## src/rtl/multi_channel_moving_average_pkg.sv

```systemverilog
// Shared heatwatch definitions for the multi-channel moving-average filter:
// default widths, derived-width helpers and sample/average/channel types.
package multi_channel_moving_average_pkg;

    localparam int DEFAULT_DATA_W     = 11;
    localparam int DEFAULT_LOG2_DEPTH = 2;
    localparam int DEFAULT_NUM_CH     = 4;

    // Running sum of 2**log2_depth samples never exceeds this width.
    function automatic int sum_width(input int data_w, input int log2_depth);
        return data_w + log2_depth;
    endfunction

    function automatic int ch_width(input int num_ch);
        return (num_ch > 1) ? $clog2(num_ch) : 1;
    endfunction

    localparam int DEFAULT_CH_W = ch_width(DEFAULT_NUM_CH);

    typedef logic [DEFAULT_CH_W-1:0]   ch_idx_t;
    typedef logic [DEFAULT_DATA_W-1:0] sample_t;
    typedef logic [DEFAULT_DATA_W-1:0] avg_t;

endpackage

```

## src/rtl/multi_channel_moving_average_window.sv

```systemverilog
// One channel's sliding window: ring buffer, write pointer, saturating fill
// count and running sum, plus the combinational post-update sum and count.
module ma_channel_window
    import multi_channel_moving_average_pkg::*;
#(
    parameter int DATA_W     = DEFAULT_DATA_W,
    parameter int LOG2_DEPTH = DEFAULT_LOG2_DEPTH,
    localparam int SUM_W     = sum_width(DATA_W, LOG2_DEPTH),
    localparam int CNT_W     = LOG2_DEPTH + 1
) (
    input  logic              clk,
    input  logic              reset,
    input  logic              i_clear,
    input  logic              i_we,
    input  logic [DATA_W-1:0] i_data,
    output logic [SUM_W-1:0]  o_sum_new,
    output logic [CNT_W-1:0]  o_count_new
);

    localparam int DEPTH = 2 ** LOG2_DEPTH;
    localparam logic [CNT_W-1:0] FULL_CNT = CNT_W'(DEPTH);

    logic [DATA_W-1:0]     r_buf [DEPTH];
    logic [LOG2_DEPTH-1:0] r_ptr;
    logic [CNT_W-1:0]      r_count;
    logic [SUM_W-1:0]      r_sum;
    logic [DATA_W-1:0]     w_old;

    // Empty slots hold 0, so subtracting them is harmless while filling.
    assign w_old       = r_buf[r_ptr];
    assign o_sum_new   = r_sum - SUM_W'(w_old) + SUM_W'(i_data);
    assign o_count_new = (r_count == FULL_CNT) ? r_count : r_count + 1'b1;

    always_ff @(posedge clk or posedge reset) begin
        if (reset) begin
            for (int i = 0; i < DEPTH; i++) r_buf[i] <= '0;
            r_ptr   <= '0;
            r_count <= '0;
            r_sum   <= '0;
        end else if (i_clear) begin
            for (int i = 0; i < DEPTH; i++) r_buf[i] <= '0;
            r_ptr   <= '0;
            r_count <= '0;
            r_sum   <= '0;
        end else if (i_we) begin
            r_buf[r_ptr] <= i_data;
            r_ptr        <= r_ptr + 1'b1;
            r_count      <= o_count_new;
            r_sum        <= o_sum_new;
        end
    end

endmodule

```

## src/rtl/multi_channel_moving_average.sv

```systemverilog
// Multi-channel moving-average filter: decodes the channel tag, updates that
// channel's window, registers the average and tracks a hysteresis alarm.
module multi_channel_moving_average
    import multi_channel_moving_average_pkg::*;
#(
    parameter int DATA_W     = DEFAULT_DATA_W,
    parameter int LOG2_DEPTH = DEFAULT_LOG2_DEPTH,
    parameter int NUM_CH     = DEFAULT_NUM_CH,
    localparam int CH_W      = ch_width(NUM_CH)
) (
    input  logic              clk,
    input  logic              reset,
    input  logic              clear,
    input  logic              in_valid,
    input  logic [CH_W-1:0]   in_channel,
    input  logic [DATA_W-1:0] data_input,
    input  logic [DATA_W-1:0] alarm_hi,
    input  logic [DATA_W-1:0] alarm_lo,
    output logic              out_valid,
    output logic [CH_W-1:0]   out_channel,
    output logic [DATA_W-1:0] result_output,
    output logic              window_full,
    output logic [NUM_CH-1:0] alarm,
    output logic              err_channel
);

    localparam int SUM_W = sum_width(DATA_W, LOG2_DEPTH);
    localparam int CNT_W = LOG2_DEPTH + 1;
    localparam logic [CNT_W-1:0] FULL_CNT = CNT_W'(2 ** LOG2_DEPTH);
    localparam logic [CH_W:0]    NUM_CH_L = (CH_W + 1)'(NUM_CH);

    logic              w_ch_ok;
    logic              w_accept;
    logic [NUM_CH-1:0] w_we;
    logic [SUM_W-1:0]  w_sum_new [NUM_CH];
    logic [CNT_W-1:0]  w_cnt_new [NUM_CH];
    logic [SUM_W-1:0]  w_sel_sum;
    logic [CNT_W-1:0]  w_sel_cnt;
    logic [DATA_W-1:0] w_avg;
    logic              w_full_new;
    logic [NUM_CH-1:0] w_alarm_next;

    logic              r_out_valid;
    logic [CH_W-1:0]   r_out_channel;
    logic [DATA_W-1:0] r_result;
    logic              r_window_full;
    logic [NUM_CH-1:0] r_alarm;
    logic              r_err_channel;

    assign w_ch_ok  = ({1'b0, in_channel} < NUM_CH_L);
    assign w_accept = in_valid && !clear && w_ch_ok;

    for (genvar g = 0; g < NUM_CH; g++) begin : gen_ch
        assign w_we[g] = w_accept && (in_channel == CH_W'(g));

        ma_channel_window #(
            .DATA_W     (DATA_W),
            .LOG2_DEPTH (LOG2_DEPTH)
        ) u_window (
            .clk         (clk),
            .reset       (reset),
            .i_clear     (clear),
            .i_we        (w_we[g]),
            .i_data      (data_input),
            .o_sum_new   (w_sum_new[g]),
            .o_count_new (w_cnt_new[g])
        );
    end

    always_comb begin
        w_sel_sum = '0;
        w_sel_cnt = '0;
        for (int i = 0; i < NUM_CH; i++) begin
            if (in_channel == CH_W'(i)) begin
                w_sel_sum = w_sum_new[i];
                w_sel_cnt = w_cnt_new[i];
            end
        end
    end

    assign w_avg      = w_sel_sum[SUM_W-1:LOG2_DEPTH];
    assign w_full_new = (w_sel_cnt == FULL_CNT);

    // Set and clear bands cannot overlap while alarm_lo <= alarm_hi.
    always_comb begin
        w_alarm_next = r_alarm;
        for (int i = 0; i < NUM_CH; i++) begin
            if (w_we[i]) begin
                if (w_full_new && (w_avg >= alarm_hi)) begin
                    w_alarm_next[i] = 1'b1;
                end else if (w_avg < alarm_lo) begin
                    w_alarm_next[i] = 1'b0;
                end
            end
        end
    end

    always_ff @(posedge clk or posedge reset) begin
        if (reset) begin
            r_out_valid   <= 1'b0;
            r_out_channel <= '0;
            r_result      <= '0;
            r_window_full <= 1'b0;
            r_alarm       <= '0;
            r_err_channel <= 1'b0;
        end else begin
            r_out_valid   <= w_accept;
            r_err_channel <= in_valid && !w_ch_ok;
            r_alarm       <= clear ? '0 : w_alarm_next;
            if (w_accept) begin
                r_out_channel <= in_channel;
                r_result      <= w_avg;
                r_window_full <= w_full_new;
            end
        end
    end

    assign out_valid     = r_out_valid;
    assign out_channel   = r_out_channel;
    assign result_output = r_result;
    assign window_full   = r_window_full;
    assign alarm         = r_alarm;
    assign err_channel   = r_err_channel;

endmodule

```

## config.mk

```make
export PLATFORM = sky130hd
export DESIGN_NAME = multi_channel_moving_average
export DESIGN_NICKNAME = d
export VERILOG_FILES = /design/src/rtl/multi_channel_moving_average_pkg.sv /design/src/rtl/multi_channel_moving_average_window.sv /design/src/rtl/multi_channel_moving_average.sv
export SDC_FILE = /design/constraint.sdc
export NUM_CORES = 1
export LEC_CHECK = 0
export BUFFER_PORTS_ARGS = -buffer_cell sky130_fd_sc_hd__buf_4
export CORE_MARGIN = 8
export CORE_UTILIZATION = 60
export DETAILED_ROUTE_END_ITERATION = 10
export GPL_TIMING_DRIVEN = 0
export PLACE_DENSITY = 0.77
export RECOVER_POWER = 100
export SLEW_MARGIN = 20
export SYNTH_ARGS = -nofsm -noshare
export SYNTH_HDL_FRONTEND = slang
export SYNTH_SLANG_ARGS = --single-unit
export TNS_END_PERCENT = 1
```

## constraint.sdc

```tcl
create_clock -name clk -period 11.7 [get_ports clk]
set_input_delay 1.17 -clock clk [delete_from_list [all_inputs] [get_ports clk]]
set_output_delay 1.17 -clock clk [all_outputs]
set_load 0.05 [all_outputs]
```

==> flow_metrics.py, run 1 <==
metrics = {
    "route": {
        "ant_nets": 0,
        "via_count": 14200,
        "viasPerCell": 6.18,
        "post_drt_wl_per_cell_um": 21.8,
        "firstDrtPassIters": 5,
        "drc_errors": 0,
        "drt-total-wl_mm": 50.0,
        "dr.first_iter.drc_count": 1627,
    },
    "floorplan": {
        "core_sq_um": 27500,
        "chipHeight_um": 182,
        "dieArea_sq_um": 33200,
        "ioPinCount": 59,
        "initial_core_util": 0.604,
        "dieWidth_um": 182,
        "rows": 61,
    },
    "clock_network": {
        "clk_latency_ns": 0.56,
        "cts.sinks": 267,
        "clock_path_buffers": 3,
        "post_cts_buffers": 0,
        "cts_tree": "built",
        "cts_root_buf": "clkbuf_16",
        "cts_resized": 0,
        "cts.htree.levels": 1,
        "numCtsBuffers": 30,
        "path_clk_slew_ns": 0.06,
        "cts_hold_buf": 0,
    },
    "sta": {
        "finalCritPeriodShare": 0.624,
        "rsz0062_at_grt": "false",
        "worstMarginPinSlew_ns": 4.06,
        "fin_skew_ns": 0.0140,
        "final_hold_viol_count": 0,
        "finalSetupTns_ns": 0,
        "max_freq_ghz": 0.137,
        "fin_crit_ns": 7.30,
        "setup_violations": 0,
        "slew_headroom": -1.70,
        "finalMaxSlewViolations": 151,
    },
    "worst_setup_path": {
        "worstPathArrival_ns": 7.81,
        "crit_cells": 19,
        "path_max_fanout": 10,
        "r2r_start": "gen_ch[3].u_window.r_ptr[0]$_DFFE_PP0P_",
        "r2r_setup_slack_ns": 4.96,
        "worst_path_max_delay_cell": "a221oi_1",
        "cp_slowest_stage_delay_ns": 0.86,
        "path_cells": "clkbuf_1, clkbuf_1, inv_1, fa_1, inv_1, ha_1, a211oi_1, o21ai_0, a221oi_1, xnor2_1, a22oi_1, nand2_1, ha_1, or4_1, a21oi_1, o21ai_0, a221oi_1, o21a_2, a21o_2",
        "crit_end": "alarm[0]$_DFFE_PP0P_",
        "crit_path_start": "data_input[2]",
        "r2r_cells": 18,
        "crit_buf_inv": 4,
        "r2r-end": "alarm[0]$_DFFE_PP0P_",
        "required_ns": 12.20,
        "critPathCaptureType": "register",
        "crit_type": "in -> reg",
        "start_kind": "input port",
        "crit_family": "compound AO/OA/AOI/OAI gates",
    },
    "logic_synthesis": {
        "syn_area_sq_um": 16600,
        "synth-main-ff-cell": "dfrtp_1",
        "synth_warnings": 0,
        "synth_cells": 1852,
        "async_flop_share": 1.00,
        "ys_seq_area_frac": 0.403,
        "synth_edf_count": 0,
        "synth-seq-cells": 267,
        "syn_avg_cell_area_sq_um": 8.96,
        "syn_nets": 2032,
        "ys_types": 64,
    },
    "final_layout": {
        "final_cell_mix": "460 x nand2_1, 267 x dfrtp_1, 237 x a21oi_1",
        "nNetsFinal": 2111,
        "layout-area-overhead-vs-synth_pct": 10.1,
        "drive_above_1_share": 0.0673,
        "fillers": 2235,
        "diodes": 0,
        "layout_commonest_cell": "nand2_1",
        "final_cells": 2293,
    },
    "grt": {
        "grt_first_pass_wirelength_mm": 79.3,
        "track_usage": 0.305,
        "grt-ovfl-total": 0,
        "first_global_vias": 14200,
        "grt_max_degree": 76,
        "grt_antenna_before_repair": 0,
    },
    "power_and_ir_drop": {
        "peakVddDrop_uv": 113,
        "power.total_mw": 2.67,
        "power.density_nw_per_um2": 146,
        "power.leakage_nw": 8.16,
    },
    "placed_design": {
        "dpl.cell_count": 2245,
        "dp_hpwl_mm": 36.6,
        "gp_congestion": 1.02,
        "port_buffers": 44,
    },
    "hold_path": {
        "worstHoldPathCells": 2,
        "hold_path.class": "reg -> reg",
    },
    "run_status": {
        "status": "finished with violations",
        "failed_checks": "capacitance limit, slew limit",
    },
    "flow_run": {
        "cap_violations": 2,
    },
}
## cells in the mapped netlist (7+ instances only)
| master | instances | area share |
|---|---|---|
| nand2_1 | 460 | 0.10 |
| dfrtp_1 | 267 | 0.40 |
| a21oi_1 | 237 | 0.071 |
| inv_1 | 197 | 0.045 |
| ha_1 | 97 | 0.073 |
| clkbuf_1 | 82 | 0.019 |
| nor2_1 | 55 | 0.012 |
| mux4_2 | 47 | 0.064 |
| fa_1 | 44 | 0.053 |
| o21ai_0 | 41 | 0.012 |
| xnor2_1 | 35 | 0.018 |
| o31ai_1 | 31 | 0.014 |
| nand3_1 | 25 | 0.0075 |
| and3_1 | 22 | 0.0083 |
| buf_2 | 21 | 0.0063 |
| a21o_1 | 19 | 0.0086 |
| xor2_1 | 16 | 0.0084 |
| buf_1 | 12 | 0.0027 |
| a211oi_1 | 11 | 0.0050 |
| nor3_1 | 11 | 0.0033 |
| o21a_1 | 11 | 0.0050 |
| mux2i_1 | 8 | 0.0048 |
| nand2b_1 | 8 | 0.0030 |
| o211ai_1 | 7 | 0.0032 |
## worst min path at each step
stage | from | endpoint | slack (ns)
floorplan | gen_ch[0].u_window.r_sum[9]$_DFFE_PP0P_ | gen_ch[0].u_window.r_sum[9]$_DFFE_PP0P_ | 0.45
global placement | window_full$_DFFE_PP0P_ | window_full$_DFFE_PP0P_ | 0.47
detailed placement | result_output[2]$_DFFE_PP0P_ | result_output[2]$_DFFE_PP0P_ | 0.48
CTS | result_output[2]$_DFFE_PP0P_ | result_output[2]$_DFFE_PP0P_ | 0.49
global route | result_output[2]$_DFFE_PP0P_ | result_output[2]$_DFFE_PP0P_ | 0.51
finish | result_output[2]$_DFFE_PP0P_ | result_output[2]$_DFFE_PP0P_ | 0.48
## power by group
part           internal (mW)  switching (mW)
Sequential             0.958          0.0223
Clock                  0.562           0.378
Combinational          0.257           0.497
Total                   1.78           0.897
## cell families (layout without fill, tap and decap cells)
logic type,after synthesis,count (layout),share of synthesized area
multiplexers,58,58,0.0706
XOR/XNOR,53,53,0.0296
buffers and inverters,313,408,0.0726
AO/OA/AOI/OAI,413,413,0.149
other,1,1,0.000226
flip-flops,267,267,0.403
AND/OR/NAND/NOR,606,606,0.149
adder cells (fa/ha/maj),141,141,0.126
## tightest hold or removal path: stages (launching register included)
cell	delay (ns)
dfrtp_1	0.34
nand2_1	0.05
nand2_1	0.06
## routing by layer
metal / wire length, um / share of wire / global-route usage / up-vias
li1: - / - / - / 6331
met1: 20200 / 0.40 / 0.412 / 6941
met2: 22200 / 0.44 / 0.472 / 736
met3: 5050 / 0.10 / 0.0597 / 155
met4: 2520 / 0.050 / 0.139 / 0
met5: 0 / 0 / 0 / -
## sequential cells by signal, indices dropped and copies added (netlist names)
| register | flops |
|---|---|
| out_valid | 1 |
| out_channel | 2 |
| gen_ch.u_window.r_count | 12 |
| gen_ch.u_window.r_buf | 176 |
| gen_ch.u_window.r_sum | 52 |
| result_output | 11 |
| gen_ch.u_window.r_ptr | 8 |
| window_full | 1 |
| alarm | 4 |
## cell type report
type	count	area (sq um)	area share
clock inverters	8	92.6	0.00507
well taps	346	433	0.0237
multi-input cells	1272	8690	0.476
inverters	197	741	0.0405
flip-flops and latches	267	6680	0.366
clock buffers	40	880	0.0481
repair buffers	47	314	0.0172
plain buffers	116	442	0.0242
## stage by stage
| stage | utilization | worst slack [ns] | hold slack (ns) | area, sq um |
|---|---|---|---|---|
| floorplan | - | 3.18 | 0.446 | 16600 |
| global placement | 0.632 | 0.118 | 0.468 | 17400 |
| detailed placement | 0.635 | 4.25 | 0.478 | 17500 |
| CTS | 0.670 | 4.80 | 0.491 | 18400 |
| global route | 0.665 | 4.02 | 0.512 | 18300 |
| finish | 0.665 | 4.40 | 0.484 | 18300 |
Note: power is estimated with default switching activity, not from simulation.
==> inputs of run 2 (changes only) <==
--- a/config.mk
+++ b/config.mk
@@ -5,12 +5,13 @@
 export SDC_FILE = /design/constraint.sdc
 export NUM_CORES = 1
 export LEC_CHECK = 0
+export ABC_AREA = 1
 export BUFFER_PORTS_ARGS = -buffer_cell sky130_fd_sc_hd__buf_4
 export CORE_MARGIN = 8
-export CORE_UTILIZATION = 60
+export CORE_UTILIZATION = 57
 export DETAILED_ROUTE_END_ITERATION = 10
 export GPL_TIMING_DRIVEN = 0
-export PLACE_DENSITY = 0.77
+export PLACE_DENSITY = 0.76
 export RECOVER_POWER = 100
 export SLEW_MARGIN = 20
 export SYNTH_ARGS = -nofsm -noshare
==> constraint.sdc (replaced) <==
create_clock -name clk -period 6.08 [get_ports clk]
set_input_delay 0.608 -clock clk [delete_from_list [all_inputs] [get_ports clk]]
set_output_delay 0.608 -clock clk [all_outputs]
set_load 0.05 [all_outputs]
==> flow_metrics.py, run 2 <==
metrics = {
    "route": {
        "dr.first_iter.drc_count": 1814,
        "post_drt_wl_per_cell_um": 20.0,
        "via_count": 15100,
        "drc_errors": 0,
        "viasPerCell": 5.96,
        "ant_nets": 0,
        "drt-total-wl_mm": 50.7,
        "firstDrtPassIters": 6,
    },
    "grt": {
        "track_usage": 0.298,
        "grt_antenna_before_repair": 0,
        "grt_max_degree": 37,
        "first_global_vias": 14400,
        "grt-ovfl-total": 0,
        "grt_first_pass_wirelength_mm": 79.5,
    },
    "worst_setup_path": {
        "cp_slowest_stage_delay_ns": 0.38,
        "worst_path_max_delay_cell": "dfrtp_1",
        "required_ns": 6.57,
        "critPathCaptureType": "register",
        "start_kind": "register",
        "crit_top_cell": "nand2_1",
        "crit_type": "reg -> reg",
        "path_max_fanout": 11,
        "worstPathArrival_ns": 6.14,
    },
    "sta": {
        "fin_skew_ns": 0.0193,
        "finalCritPeriodShare": 0.930,
        "finalSetupTns_ns": 0,
        "whs_ns": 0.252,
        "setup_violations": 0,
        "finalMaxSlewViolations": 165,
        "setup_slack_ns": 0.428,
        "rsz0062_at_grt": "false",
        "slew_headroom": -0.157,
        "worstMarginPinSlew_ns": 1.74,
        "max_freq_ghz": 0.177,
        "final_hold_viol_count": 0,
        "fin_crit_ns": 5.65,
    },
    "clock_network": {
        "path_clk_slew_ns": 0.07,
        "cts.sinks": 267,
        "cts_root_buf": "clkbuf_16",
        "cts.htree.levels": 1,
        "post_cts_buffers": 0,
        "cts_hold_buf": 0,
        "cts_resized": 0,
        "clock_path_buffers": 3,
        "cts_tree": "built",
        "clk_latency_ns": 0.57,
        "numCtsBuffers": 30,
    },
    "floorplan": {
        "initial_core_util": 0.573,
        "rows": 62,
        "ioPinCount": 59,
        "dieWidth_um": 185,
        "chipHeight_um": 185,
        "core_sq_um": 28500,
        "dieArea_sq_um": 34300,
    },
    "final_layout": {
        "final_cells": 2530,
        "multiInputGateArea_sq_um": 8060,
        "finalInstanceArea_sq_um": 18200,
        "regMostFlops": "gen_ch.u_window.r_buf",
        "biggestRegsByFlops": "gen_ch.u_window.r_buf (176), gen_ch.u_window.r_sum (52), gen_ch.u_window.r_count (12)",
        "finish.utilization": 0.640,
        "diodes": 0,
        "drive_above_1_share": 0.0615,
        "fillers": 2499,
        "largest_reg_flops": 176,
        "final_cell_mix": "311 x o21ai_0, 306 x nand2_1, 272 x inv_1",
        "layout_commonest_cell": "o21ai_0",
        "nNetsFinal": 2302,
        "regArea_sq_um": 6680,
        "layout-area-overhead-vs-synth_pct": 11.7,
    },
    "logic_synthesis": {
        "synth-seq-cells": 267,
        "yosys-top-cells-area": "dfrtp_1 41%, o21ai_0 9.3%, nand3_1 7.8%",
        "ys_types": 40,
        "synth.top_cell.area_share": 0.409,
        "ys_top_cells_by_count": "304 x o21ai_0, 294 x nand2_1, 271 x inv_1",
        "synth_edf_count": 0,
        "synth.most_common_cell": "o21ai_0",
        "syn_area_sq_um": 16300,
        "synth_cells": 2024,
        "ys_seq_area_frac": 0.409,
        "yosysTopAreaCell": "dfrtp_1",
        "syn_avg_cell_area_sq_um": 8.06,
        "syn_nets": 2204,
        "async_flop_share": 1.00,
        "synth-main-ff-cell": "dfrtp_1",
        "synth_warnings": 0,
    },
    "flow_run": {
        "cap_violations": 5,
    },
    "hold_path": {
        "hold_path.class": "in -> async",
    },
    "placed_design": {
        "gp_congestion": 1.01,
        "dpl.cell_count": 2474,
        "place_ws_ns": 0.778,
        "port_buffers": 57,
        "placed_cell_area_sq_um": 17400,
        "dp_hpwl_mm": 37.6,
    },
    "power_and_ir_drop": {
        "power.density_nw_per_um2": 314,
        "power.leakage_nw": 8.97,
        "power.total_mw": 5.72,
        "peakVddDrop_uv": 207,
    },
    "run_status": {
        "failed_checks": "capacitance limit, slew limit",
        "status": "finished with violations",
    },
}
[run 2: cell types whose count changed in the layout (fill, tap and decap cells not counted), moves of 31 or more]
| cell | before | now |
|---|---|---|
| nand3_1 | 25 | 255 |
| o31ai_1 | 31 | 0 |
| o21ai_0 | 41 | 311 |
| inv_1 | 196 | 272 |
| nand2_1 | 460 | 306 |
| a21oi_1 | 237 | 47 |
| mux4_2 | 47 | 0 |
| nor2_1 | 55 | 140 |
| o22ai_1 | 3 | 84 |
[run 2: kinds of logic after synthesis]
family	count (synthesis)	synth area share
compound gates	466	0.153
xor+xnor	26	0.0140
fa+ha+maj	141	0.128
buf+inv	379	0.0937
flops	267	0.409
other cells	1	0.000230
simple gates	744	0.202
[run 2: cell type report]
class | count | share of cell area
multi-input cells | 1378 | 0.442
flip-flops and latches | 267 | 0.366
inverters | 276 | 0.0570
clock buffers | 41 | 0.0484
well taps | 384 | 0.0264
plain buffers | 103 | 0.0242
repair buffers | 66 | 0.0217
clock inverters | 15 | 0.0140
[run 2: power by group]
part	internal [mW]	switching, mW
Sequential	1.85	0.0388
Clock	1.27	0.785
Combinational	0.567	1.21
[run 2: worst max-delay path: cells and delay by family, from the launching register on]
kind | cells | cell delay, ns
AOI/OAI and AO/OA | 5 | 1.16
adders and majority gates | 4 | 1.22
xor gates and xnor gates | 1 | 0.26
and+or+nand+nor | 14 | 1.41
DFF | 1 | 0.38
buffers and inverters | 7 | 1.17
[run 2: final timing paths]
| check | from | end | slack [ns] | depth (start not counted) |
|---|---|---|---|---|
| worst min-delay path | reset | gen_ch[1].u_window.r_ptr[0]$_DFFE_PP0P_ | 0.25 | 2 |
| worst max register to register | gen_ch[0].u_window.r_ptr[0]$_DFFE_PP0P_ | alarm[3]$_DFFE_PP0P_ | 0.43 | 31 |
| min in group clk | in_channel[1] | out_channel[1]$_DFFE_PP0P_ | 0.37 | 3 |
| worst max-delay path | gen_ch[0].u_window.r_ptr[0]$_DFFE_PP0P_ | alarm[3]$_DFFE_PP0P_ | 0.43 | 31 |
| worst min register to register | alarm[2]$_DFFE_PP0P_ | alarm[2]$_DFFE_PP0P_ | 0.47 | 2 |
| max in group asynchronous | reset | gen_ch[3].u_window.r_buf[37]$_DFFE_PP0P_ | 1.07 | 5 |
[run 2: metal layers]
layer	track usage	up-vias	wire [um]	part of all wire
met5	0	-	0	0
met4	0.112	0	2060	0.041
met3	0.0512	141	4850	0.096
met2	0.459	796	22100	0.44
met1	0.417	7224	21700	0.43
li1	-	6922	-	-
==> inputs of run 3 (changes only) <==
--- a/config.mk
+++ b/config.mk
@@ -5,10 +5,10 @@
 export SDC_FILE = /design/constraint.sdc
 export NUM_CORES = 1
 export LEC_CHECK = 0
-export ABC_AREA = 1
 export BUFFER_PORTS_ARGS = -buffer_cell sky130_fd_sc_hd__buf_4
 export CORE_MARGIN = 8
 export CORE_UTILIZATION = 57
+export CTS_CLUSTER_DIAMETER = 200
 export DETAILED_ROUTE_END_ITERATION = 10
 export GPL_TIMING_DRIVEN = 0
 export PLACE_DENSITY = 0.76
==> flow_metrics.py, run 3 (synthesis gave the netlist of run 1 again) <==
metrics = {
    "run_status": {
        "status": "finished with violations",
        "failed_checks": "capacitance limit, slew limit",
    },
    "placed_design": {
        "gp_congestion": 0.999,
        "dp_hpwl_mm": 37.0,
        "port_buffers": 44,
        "placed_cell_area_sq_um": 17600,
    },
    "clock_network": {
        "cts_tree": "built",
        "clock_path_buffers": 3,
        "clk_latency_ns": 0.57,
        "cts_root_buf": "clkbuf_16",
        "path_clk_slew_ns": 0.06,
        "cts.htree.levels": 1,
        "numCtsBuffers": 30,
        "cts.sinks": 267,
        "cts_hold_buf": 0,
    },
    "flow_run": {
        "cap_violations": 6,
    },
    "sta": {
        "slew_headroom": -0.243,
        "fin_crit_ns": 5.88,
        "max_freq_ghz": 0.170,
        "finalSetupTns_ns": 0,
        "fin_skew_ns": 0.0197,
        "finalMaxSlewViolations": 193,
        "final_hold_viol_count": 0,
        "rsz0062_at_grt": "false",
        "worstMarginPinSlew_ns": 1.86,
        "finalCritPeriodShare": 0.967,
        "setup_violations": 0,
    },
    "route": {
        "viasPerCell": 6.10,
        "post_drt_wl_per_cell_um": 21.7,
        "drt-total-wl_mm": 50.9,
        "firstDrtPassIters": 6,
        "dr.first_iter.drc_count": 1655,
        "drc_errors": 0,
        "via_count": 14300,
        "ant_nets": 0,
    },
    "power_and_ir_drop": {
        "peakVddDrop_uv": 214,
        "power.leakage_nw": 8.28,
        "power.density_nw_per_um2": 289,
        "power.total_mw": 5.35,
    },
    "grt": {
        "grt_antenna_before_repair": 0,
        "grt-ovfl-total": 0,
        "grt_max_degree": 34,
        "first_global_vias": 14300,
        "grt_first_pass_wirelength_mm": 79.2,
        "track_usage": 0.286,
    },
    "worst_setup_path": {
        "required_ns": 6.52,
        "critPathCaptureType": "register",
        "r2r_setup_slack_ns": 0.20,
        "worstPathArrival_ns": 6.32,
        "crit_type": "reg -> reg",
        "path_max_fanout": 10,
        "start_kind": "register",
    },
    "floorplan": {
        "dieArea_sq_um": 34800,
        "chipHeight_um": 187,
        "ioPinCount": 59,
        "dieWidth_um": 187,
        "initial_core_util": 0.578,
        "core_sq_um": 28700,
        "rows": 62,
    },
    "final_layout": {
        "largest_reg_flops": 176,
        "nNetsFinal": 2116,
        "finalInstanceArea_sq_um": 18500,
        "fillers": 2371,
        "drive_above_1_share": 0.0857,
        "layout-area-overhead-vs-synth_pct": 11.6,
        "layout_commonest_cell": "nand2_1",
        "biggestRegsByFlops": "gen_ch.u_window.r_buf (176), gen_ch.u_window.r_sum (52), gen_ch.u_window.r_count (12)",
        "final_cell_mix": "460 x nand2_1, 264 x dfrtp_1, 237 x a21oi_1",
        "regMostFlops": "gen_ch.u_window.r_buf",
        "diodes": 0,
    },
    "hold_path": {
        "hold_path.class": "in -> async",
    },
}
[run 3: cell count changes in the layout (fill, tap and decap cells not counted), sizes merged, moves of 79 or more]
| cell | previous run | this run |
|---|---|---|
| nand2 | 312 | 460 |
| nand3 | 258 | 25 |
| inv | 275 | 196 |
| o21ai | 316 | 41 |
| nor2 | 143 | 55 |
| o22ai | 84 | 3 |
| a21oi | 49 | 237 |
[run 3: area by class of cell]
cell class	instances	area [sq um]	share of cell area
clock buffer	43	900	0.0486
tap	384	480	0.0259
timing repair buffer	53	329	0.0178
sequential	267	6690	0.361
clock inverter	13	184	0.00993
buffer	115	472	0.0255
inverter	197	741	0.0400
multi-input combinational	1272	8730	0.471
[run 3: metrics by stage]
stage	std cells	util	hold WS, ns	setup slack, ns
after floorplan	1852	-	0.446	0.694
after global placement	2280	0.607	0.464	-0.644
after detailed placement	2288	0.612	0.474	-0.827
after CTS	2345	0.651	0.175	0.0355
after global routing	2344	0.645	0.383	0.00382
final	2344	0.645	0.300	0.202
[run 3: per-layer routing]
metal | track usage | wire [um] | part of all wire
met1 | 0.375 | 20300 | 0.40
met2 | 0.428 | 22000 | 0.43
met3 | 0.0789 | 5510 | 0.11
met4 | 0.154 | 3070 | 0.060
met5 | 0 | 0 | 0
[run 3: final timing paths]
check / start / endpoint / depth (start not counted)
setup / recovery: gen_ch[0].u_window.r_ptr[1]$_DFFE_PP0P_ / alarm[2]$_DFFE_PP0P_ / 20
hold / removal: reset / gen_ch[1].u_window.r_buf[5]$_DFFE_PP0P_ / 2
setup reg to reg: gen_ch[0].u_window.r_ptr[1]$_DFFE_PP0P_ / alarm[2]$_DFFE_PP0P_ / 20
hold reg to reg: window_full$_DFFE_PP0P_ / window_full$_DFFE_PP0P_ / 2
max in group asynchronous: reset / gen_ch[2].u_window.r_buf[40]$_DFFE_PP0P_ / 7
min in group clk: data_input[1] / gen_ch[1].u_window.r_buf[23]$_DFFE_PP0P_ / 3
[run 3: critical path: stages (launching register included)]
cell and delay, ns:
dfrtp_1 0.47, clkbuf_1 0.54, mux4_2 0.46, fa_1 0.51
inv_1 0.05, ha_1 0.34, and2b_2 0.23, o211a_1 0.24
o21ai_0 0.32, xor2_1 0.22, mux2i_1 0.14, o22ai_1 0.25
a21oi_1 0.12, ha_1 0.26, or4_1 0.53, a21oi_1 0.12
o21ai_0 0.14, a221oi_2 0.26, buf_4 0.19, nor3_1 0.06
a211o_1 0.29
[run 3: repair_timing]
item	in CTS	in global routing
endpoints found under the setup margin	4	4
pin swaps	1	0
endpoints found under the hold margin	0	0
gates resized for setup	12	23
setup buffers	1	0
[run 3: where the power goes]
group	total, mW	switching [mW]	internal, mW
sequential	1.89	0.0444	1.84
combinational	1.49	0.977	0.510
clock	1.97	0.777	1.20
total	5.35	1.80	3.55
